--- src/rtl/game_timer_pkg.sv ---
// Shared constants for the round timer: system status codes, timer state
// encoding, BCD limits and the BCD register operation set.
package game_pkg;

    localparam logic [2:0] STAT_NORMAL        = 3'b000;
    localparam logic [2:0] STAT_MATCH_ING     = 3'b001;
    localparam logic [2:0] STAT_MATCH_CANCEL  = 3'b010;
    localparam logic [2:0] STAT_MATCH_SUCCESS = 3'b011;
    localparam logic [2:0] STAT_GAME_INITIAL  = 3'b100;
    localparam logic [2:0] STAT_GAME_CNTDOWN  = 3'b101;
    localparam logic [2:0] STAT_GAME_ING      = 3'b110;
    localparam logic [2:0] STAT_GAME_OVER     = 3'b111;

    localparam logic [1:0] ST_IDLE    = 2'd0;
    localparam logic [1:0] ST_CNTDOWN = 2'd1;
    localparam logic [1:0] ST_RUN     = 2'd2;
    localparam logic [1:0] ST_EXPIRED = 2'd3;

    localparam logic [6:0] BCD_MAX = 7'd99;

    typedef enum logic [1:0] {
        BCD_HOLD,
        BCD_LOAD,
        BCD_DEC,
        BCD_ADD
    } bcd_op_e;

    // Every non-game code (the whole lower half of the code space) parks the timer.
    function automatic logic forces_idle(input logic [2:0] stat);
        return !stat[2];
    endfunction

    // Segment i lights while t > 5*i, i.e. ceil(t/5) segments capped at 16.
    function automatic logic [15:0] therm16(input logic [6:0] t);
        logic [15:0] bar;
        bar = '0;
        for (int i = 0; i < 16; i++) begin
            bar[i] = (32'(t) > 32'(5 * i));
        end
        return bar;
    endfunction

endpackage

--- src/rtl/game_timer_if.sv ---
// Status/bonus handshake and display outputs of the round timer, bundled
// so the state FSM and display side see one port.
interface game_timer_if;

    logic [2:0]  stat_in;
    logic        bonus_req;
    logic        bonus_ack;
    logic [3:0]  time_tens;
    logic [3:0]  time_ones;
    logic [1:0]  cnt_digit;
    logic        time_up;
    logic        warn;
    logic [15:0] led;

    modport master (
        output stat_in, bonus_req,
        input  bonus_ack, time_tens, time_ones, cnt_digit, time_up, warn, led
    );

    modport slave (
        input  stat_in, bonus_req,
        output bonus_ack, time_tens, time_ones, cnt_digit, time_up, warn, led
    );

endinterface

--- src/rtl/game_timer_bcd2_updown.sv ---
// Two-digit BCD register (0..99): load, decrement, or add k with optional
// decrement. Also exposes the binary value being registered this edge.
module bcd2_updown
    import game_pkg::*;
#(
    parameter logic [6:0] RST_VAL = 7'd80
) (
    input  logic       clk_1,
    input  logic       rst,
    input  bcd_op_e    op,
    input  logic [6:0] load_val,
    input  logic [6:0] add_k,
    input  logic       add_dec,
    output logic [3:0] tens,
    output logic [3:0] ones,
    output logic       zero,
    output logic [6:0] bin_next
);

    logic [3:0] tens_q, tens_d;
    logic [3:0] ones_q, ones_d;
    logic [6:0] bin_cur;
    logic [7:0] sum;

    assign bin_cur = ({3'b000, tens_q} * 7'd10) + {3'b000, ones_q};

    // NOTE: every always_comb output gets a default first so no path leaves it unassigned (no latch).
    always_comb begin
        sum      = {1'b0, bin_cur} + {1'b0, add_k};
        bin_next = bin_cur;
        unique case (op)
            BCD_LOAD: bin_next = load_val;
            BCD_DEC:  bin_next = (bin_cur == 7'd0) ? 7'd0 : bin_cur - 7'd1;
            BCD_ADD: begin
                if (add_dec && sum != 8'd0) sum = sum - 8'd1;
                bin_next = (sum > {1'b0, BCD_MAX}) ? BCD_MAX : sum[6:0];
            end
            default: ;
        endcase
        tens_d = 4'(bin_next / 7'd10);
        ones_d = 4'(bin_next % 7'd10);
    end

    // Zero flag describes the value landing on this edge, so expiry and t=0 coincide.
    assign zero = (bin_next == 7'd0);
    assign tens = tens_q;
    assign ones = ones_q;

    // NOTE: sequential state uses non-blocking assignments only; reset is asynchronous.
    always_ff @(posedge clk_1 or posedge rst) begin
        if (rst) begin
            tens_q <= 4'(RST_VAL / 7'd10);
            ones_q <= 4'(RST_VAL % 7'd10);
        end else begin
            tens_q <= tens_d;
            ones_q <= ones_d;
        end
    end

endmodule

--- src/rtl/game_timer.sv ---
// Round timer: 3-2-1 countdown, round clock with line-clear bonuses, BCD/LED
// outputs. Optional macro GAME_TIMER_WARN_BLINK_EN blinks the bar in the last 10 s.
module game_timer
    import game_pkg::*;
#(
    parameter int unsigned GAME_TIME = 80,
    parameter int unsigned BONUS_SEC = 5,
    parameter int unsigned CNT_START = 3
) (
    input logic         clk_1,
    input logic         rst,
    game_timer_if.slave bus
);

    localparam logic [6:0] T_INIT   = 7'(GAME_TIME);
    localparam logic [6:0] BONUS    = 7'(BONUS_SEC);
    localparam logic [1:0] CNT_INIT = 2'(CNT_START);

    logic [1:0]  state_q, state_d, state_base;
    logic [1:0]  cnt_digit_q, cnt_digit_d;
    logic        time_up_q, time_up_d;
    logic        warn_q, warn_d;
    logic        bonus_ack_q, bonus_ack_d;
    logic [15:0] led_q, led_d, bar_next;
    bcd_op_e     bcd_op;
    logic        dec, bonus_take, bcd_zero;
    logic [6:0]  t_next;

    bcd2_updown #(.RST_VAL(T_INIT)) u_time (
        .clk_1    (clk_1),
        .rst      (rst),
        .op       (bcd_op),
        .load_val (T_INIT),
        .add_k    (BONUS),
        .add_dec  (dec),
        .tens     (bus.time_tens),
        .ones     (bus.time_ones),
        .zero     (bcd_zero),
        .bin_next (t_next)
    );

    always_comb begin
        state_base  = state_q;
        cnt_digit_d = cnt_digit_q;
        bcd_op      = BCD_HOLD;
        dec         = 1'b0;
        bonus_take  = 1'b0;
        if (forces_idle(bus.stat_in)) begin
            state_base  = ST_IDLE;
            cnt_digit_d = '0;
            bcd_op      = BCD_LOAD;
        end else begin
            case (state_q)
                ST_IDLE: begin
                    bcd_op = BCD_LOAD;
                    if (bus.stat_in == STAT_GAME_CNTDOWN) begin
                        state_base  = ST_CNTDOWN;
                        cnt_digit_d = CNT_INIT;
                    end else if (bus.stat_in == STAT_GAME_INITIAL ||
                                 bus.stat_in == STAT_GAME_ING) begin
                        state_base = ST_RUN;
                    end
                end
                ST_CNTDOWN: begin
                    if (cnt_digit_q <= 2'd1) begin
                        state_base  = ST_RUN;
                        cnt_digit_d = '0;
                        bcd_op      = BCD_LOAD;
                    end else begin
                        cnt_digit_d = cnt_digit_q - 2'd1;
                    end
                end
                ST_RUN: begin
                    dec        = (bus.stat_in == STAT_GAME_ING);
                    // A request seen while ack is high is the same request; skip that cycle.
                    bonus_take = bus.bonus_req && !bonus_ack_q;
                    if (bonus_take)  bcd_op = BCD_ADD;
                    else if (dec)    bcd_op = BCD_DEC;
                end
                default: ;
            endcase
        end
    end

    always_comb begin
        state_d     = (state_base == ST_RUN && bcd_zero) ? ST_EXPIRED : state_base;
        time_up_d   = (state_d == ST_EXPIRED);
        warn_d      = (state_d == ST_RUN) && (t_next <= 7'd10);
        bonus_ack_d = bonus_take;
        bar_next    = therm16(t_next);
    end

`ifdef GAME_TIMER_WARN_BLINK_EN
    logic blink_q, blink_d;

    // Phase restarts "shown" whenever the warning zone is freshly entered.
    always_comb begin
        blink_d = (warn_d && warn_q) ? !blink_q : 1'b1;
        led_d   = (warn_d && !blink_d) ? 16'h0000 : bar_next;
    end

    always_ff @(posedge clk_1 or posedge rst) begin
        if (rst) blink_q <= 1'b1;
        else     blink_q <= blink_d;
    end
`else
    assign led_d = bar_next;
`endif

    always_ff @(posedge clk_1 or posedge rst) begin
        if (rst) begin
            state_q     <= ST_IDLE;
            cnt_digit_q <= '0;
            time_up_q   <= 1'b0;
            warn_q      <= 1'b0;
            bonus_ack_q <= 1'b0;
            led_q       <= therm16(T_INIT);
        end else begin
            state_q     <= state_d;
            cnt_digit_q <= cnt_digit_d;
            time_up_q   <= time_up_d;
            warn_q      <= warn_d;
            bonus_ack_q <= bonus_ack_d;
            led_q       <= led_d;
        end
    end

    assign bus.cnt_digit = cnt_digit_q;
    assign bus.time_up   = time_up_q;
    assign bus.warn      = warn_q;
    assign bus.bonus_ack = bonus_ack_q;
    assign bus.led       = led_q;

endmodule

--- src/flat_wrapper.sv ---
// flat-port wrapper written by rule: the top's interface ports become plain ports
module game_timer_flat import game_pkg::*;
#(
    parameter int unsigned GAME_TIME = 80,
    parameter int unsigned BONUS_SEC = 5,
    parameter int unsigned CNT_START = 3
)
  (clk_1, rst, bus_stat_in, bus_bonus_req, bus_bonus_ack, bus_time_tens, bus_time_ones, bus_cnt_digit, bus_time_up, bus_warn, bus_led);
  game_timer_if bus_i ();
  input logic clk_1;
  input logic rst;
  input wire logic [$bits(bus_i.stat_in)-1:0] bus_stat_in;
  input wire logic [$bits(bus_i.bonus_req)-1:0] bus_bonus_req;
  output wire logic [$bits(bus_i.bonus_ack)-1:0] bus_bonus_ack;
  output wire logic [$bits(bus_i.time_tens)-1:0] bus_time_tens;
  output wire logic [$bits(bus_i.time_ones)-1:0] bus_time_ones;
  output wire logic [$bits(bus_i.cnt_digit)-1:0] bus_cnt_digit;
  output wire logic [$bits(bus_i.time_up)-1:0] bus_time_up;
  output wire logic [$bits(bus_i.warn)-1:0] bus_warn;
  output wire logic [$bits(bus_i.led)-1:0] bus_led;
  assign bus_i.stat_in = bus_stat_in;
  assign bus_i.bonus_req = bus_bonus_req;
  assign bus_bonus_ack = bus_i.bonus_ack;
  assign bus_time_tens = bus_i.time_tens;
  assign bus_time_ones = bus_i.time_ones;
  assign bus_cnt_digit = bus_i.cnt_digit;
  assign bus_time_up = bus_i.time_up;
  assign bus_warn = bus_i.warn;
  assign bus_led = bus_i.led;
  game_timer #(.GAME_TIME(GAME_TIME), .BONUS_SEC(BONUS_SEC), .CNT_START(CNT_START)) u_core (.clk_1(clk_1), .rst(rst), .bus(bus_i));
endmodule
--- config.mk ---
export PLATFORM = sky130hd
export DESIGN_NAME = game_timer_flat
export DESIGN_NICKNAME = d
export VERILOG_FILES = /design/src/rtl/game_timer_pkg.sv /design/src/rtl/game_timer_if.sv /design/src/rtl/game_timer_bcd2_updown.sv /design/src/rtl/game_timer.sv /design/src/flat_wrapper.sv
export SDC_FILE = /design/constraint.sdc
export NUM_CORES = 1
export LEC_CHECK = 0
export BUFFER_PORTS_ARGS = -buffer_cell sky130_fd_sc_hd__clkbuf_2
export CAP_MARGIN = 20
export CORE_MARGIN = 3
export CORE_UTILIZATION = 64
export DETAILED_ROUTE_END_ITERATION = 16
export PLACE_DENSITY = 0.86
export SLEW_MARGIN = 20
export SYNTH_ARGS = -nofsm -noshare
export SYNTH_HDL_FRONTEND = slang
export SYNTH_HIERARCHICAL = 1
export SYNTH_SLANG_ARGS = --single-unit
--- constraint.sdc ---
create_clock -name clk_1 -period 9.6 [get_ports clk_1]
set_input_delay 0 -clock clk_1 [delete_from_list [all_inputs] [get_ports clk_1]]
set_output_delay 0 -clock clk_1 [all_outputs]
set_load 0.02 [all_outputs]
==> impl_metrics.ini <==
[synthesis]
yosys_most_used_dff = dfstp_2
synth_edf_count = 0
ys_types = 91
ys_seq_area_share_pct = 25.6
syn_inst = 344
yosysTopAreaCellShare_pct = 14.3
synth_area_leaders = dfstp_2, dfrtp_1, ha_1
synth_top_area_cell = dfstp_2
synth.cell_area_mm2 = 0.00312
yosys_warnings = 6
synth_async_sr_flop_share_pct = 100
syn_area_per_cell_um2 = 9.06
ys_seq_elements = 31

[cts]
cts_resized = 0
tritoncts = done
clock-root-buffer = clkbuf_8
cts_buffer_depth = 2
cts_sinks = 31
clk_latency_ns = 0.28
clkTransAtPathRegs_ns = 0.06
h-tree-depth = 2
cts-buffers-inserted = 5

[worst_setup_path]
cp.arrival_ns = 6.30
critPathMaxFanout = 19
critPathRequiredTime_ns = 9.81
reg2reg_slack_ns = 3.51
end_kind = register
rr_worst_depth = 21
crit_path_start_kind = register
path_class = reg2reg
r2r_start = u_core/u_time/tens[3]
timing.rr.end = u_core/u_time/ones[1]

[grt]
overflow = 0
grt_first_pass_wirelength_um = 12000
antenna_found_initial = 0
grt_max_degree = 24
grt_usage_pct = 27.3
grt_pass1_vias = 2566

[floorplanning]
die_x_um = 75.8
rows = 24
die_area_mm2 = 0.00574
core_area_mm2 = 0.00453
initial_core_util_pct = 68.7
io_pins = 35
die-height_um = 75.8

[flow_run]
drv_cap = 0

[finish]
area_delta_synth_final_pct = 11.9
fin_nets = 418
antenna_cells = 0
drive_above_1_share_pct = 28.6

[detailed_routing]
initialDrtViolationCount = 216
totalWireLength_um = 7480
routedWlPerCell_um = 16.4
ant_nets = 0
avgViaCountPerCell = 6.25
drc_errors = 0
num_vias = 2851
dr.pass1.iters = 5

[placed_design]
hpwl_um = 5630
port_buffers = 34
gp_congestion = 0.952

[timing]
setup_tns_ns = 0
setup_viol = 0
period_share_pct = 63.4
rsz0062_at_grt = no
finalHoldViolations = 0
slew_viol_final = 0
max_clock_freq_mhz = 164
maxSlewHeadroom_pct = 37.8
min_period_ns = 6.09
clock_skew_ns = 0.00377
worstMarginPinSlew_ns = 0.931

[worst_hold_path]
hold_class = in2reg
hold_depth = 2
hold_path_end = u_core/bus.cnt_digit[1]
hold_path.startpoint = bus_stat_in[2]

[status]
outcome = completed
==> cells in the final DEF (no fill, tap or decap), types with 6 or more instances in the layout <==
master,count
clkbuf_2,34
clkbuf_8,7
dfrtp_1,14
o21a_1,7
a21oi_1,18
nand2b_1,6
inv_1,20
o21ai_0,18
dfstp_2,17
a21o_1,7
ha_1,19
nor2b_1,7
nand3_1,18
nor2_1,19
xnor2_1,9
conb_1,16
nand2_1,21
==> layout make-up <==
type | count | area, µm²
fillers | 325 | 1050
inverters | 23 | 91.3
clock buffers | 8 | 100
flip-flops and latches | 31 | 797
multi-input cells | 292 | 2220
well taps | 65 | 81.3
repair buffers | 37 | 198
==> cell families after synthesis <==
group | Yosys count | share of synthesized area (%)
DFF | 31 | 25.6
other | 2 | 0.241
xor gates and xnor gates | 14 | 5.46
AOI/OAI and AO/OA | 120 | 30.8
adders and majority gates | 23 | 9.88
muxes | 4 | 1.29
buffers and inverters | 35 | 5.10
and+or+nand+nor | 115 | 21.6
==> worst max-delay path: stages, from the launching register on <==
cell and delay (ns):
dfstp_2 0.57, ha_1 0.25, ha_1 0.19, inv_1 0.06, fa_1 0.45, nand2b_1 0.21
a2bb2oi_1 0.22, ha_1 0.44, and2_2 0.27, a221oi_1 0.76, nand3_1 0.23, nand3_2 0.14
a221o_2 0.23, a31o_2 0.40, nand2b_1 0.17, o22a_1 0.18, o211ai_1 0.28, inv_1 0.11
ha_1 0.26, or2_2 0.32, o22ai_1 0.12, nand3b_1 0.14
==> sequential cells by signal, indices dropped and copies added (netlist names) <==
register / flops
u_core/bus.led: 16
u_core/bus.cnt_digit: 2
u_core/bus.bonus_ack: 1
u_core/bus.time_up: 1
u_core/u_time/ones: 4
u_core/bus.warn: 1
u_core/state_q: 2
u_core/u_time/tens: 4
==> cells in the mapped netlist (9+ instances only) <==
master / n
inv_1: 20
a21oi_1: 18
nand3_1: 18
xnor2_1: 9
dfrtp_1: 14
o21ai_0: 18
dfstp_2: 17
nor2_1: 19
nand2_1: 21
ha_1: 19
==> repair_timing <==
| action | 4_1_cts | 5_1_grt |
|---|---|---|
| hold endpoints to repair | 16 | 0 |
| buffers inserted | 0 | 0 |
| hold buffers | 2 | 0 |
==> per-stage QoR <==
step / cells / setup WS (ns) / instance area [µm²] / utilization [%] / hold WS [ns]
final: 456 / 3.51 / 3490 / 76.9 / 0.0282
after global routing: 456 / 3.25 / 3490 / 76.9 / 0.0498
after CTS: 456 / 3.58 / 3480 / 76.7 / 0.0273
after detailed placement: 446 / 3.68 / 3360 / 74.1 / -0.0445
after global placement: 446 / 3.91 / 3360 / 74.1 / -0.0515
after floorplan: 358 / 4.42 / 3170 / - / -0.185
==> worst max path at each step <==
stage	from	depth (start not counted)	end	slack [ns]
detailed placement	u_core/u_time/tens[3]	19	u_core/u_time/ones[1]	3.68
global placement	u_core/u_time/tens[3]	19	u_core/u_time/ones[1]	3.91
global route	u_core/u_time/tens[3]	21	u_core/u_time/ones[1]	3.25
CTS	u_core/u_time/tens[3]	21	u_core/u_time/ones[1]	3.58
finish	u_core/u_time/tens[3]	21	u_core/u_time/ones[1]	3.51
floorplan	u_core/u_time/tens[3]	22	u_core/u_time/ones[1]	4.42
==> routing by layer <==
layer / routed length (µm) / track usage (%)
met5: 0 / 0
met3: 416 / 4.09
met2: 3770 / 46.4
met1: 3160 / 36.0
met4: 136 / 7.77
Power is left out: the tool's default activity adds up to more than one toggle a clock period on the data nets, which glitch-free logic cannot reach.
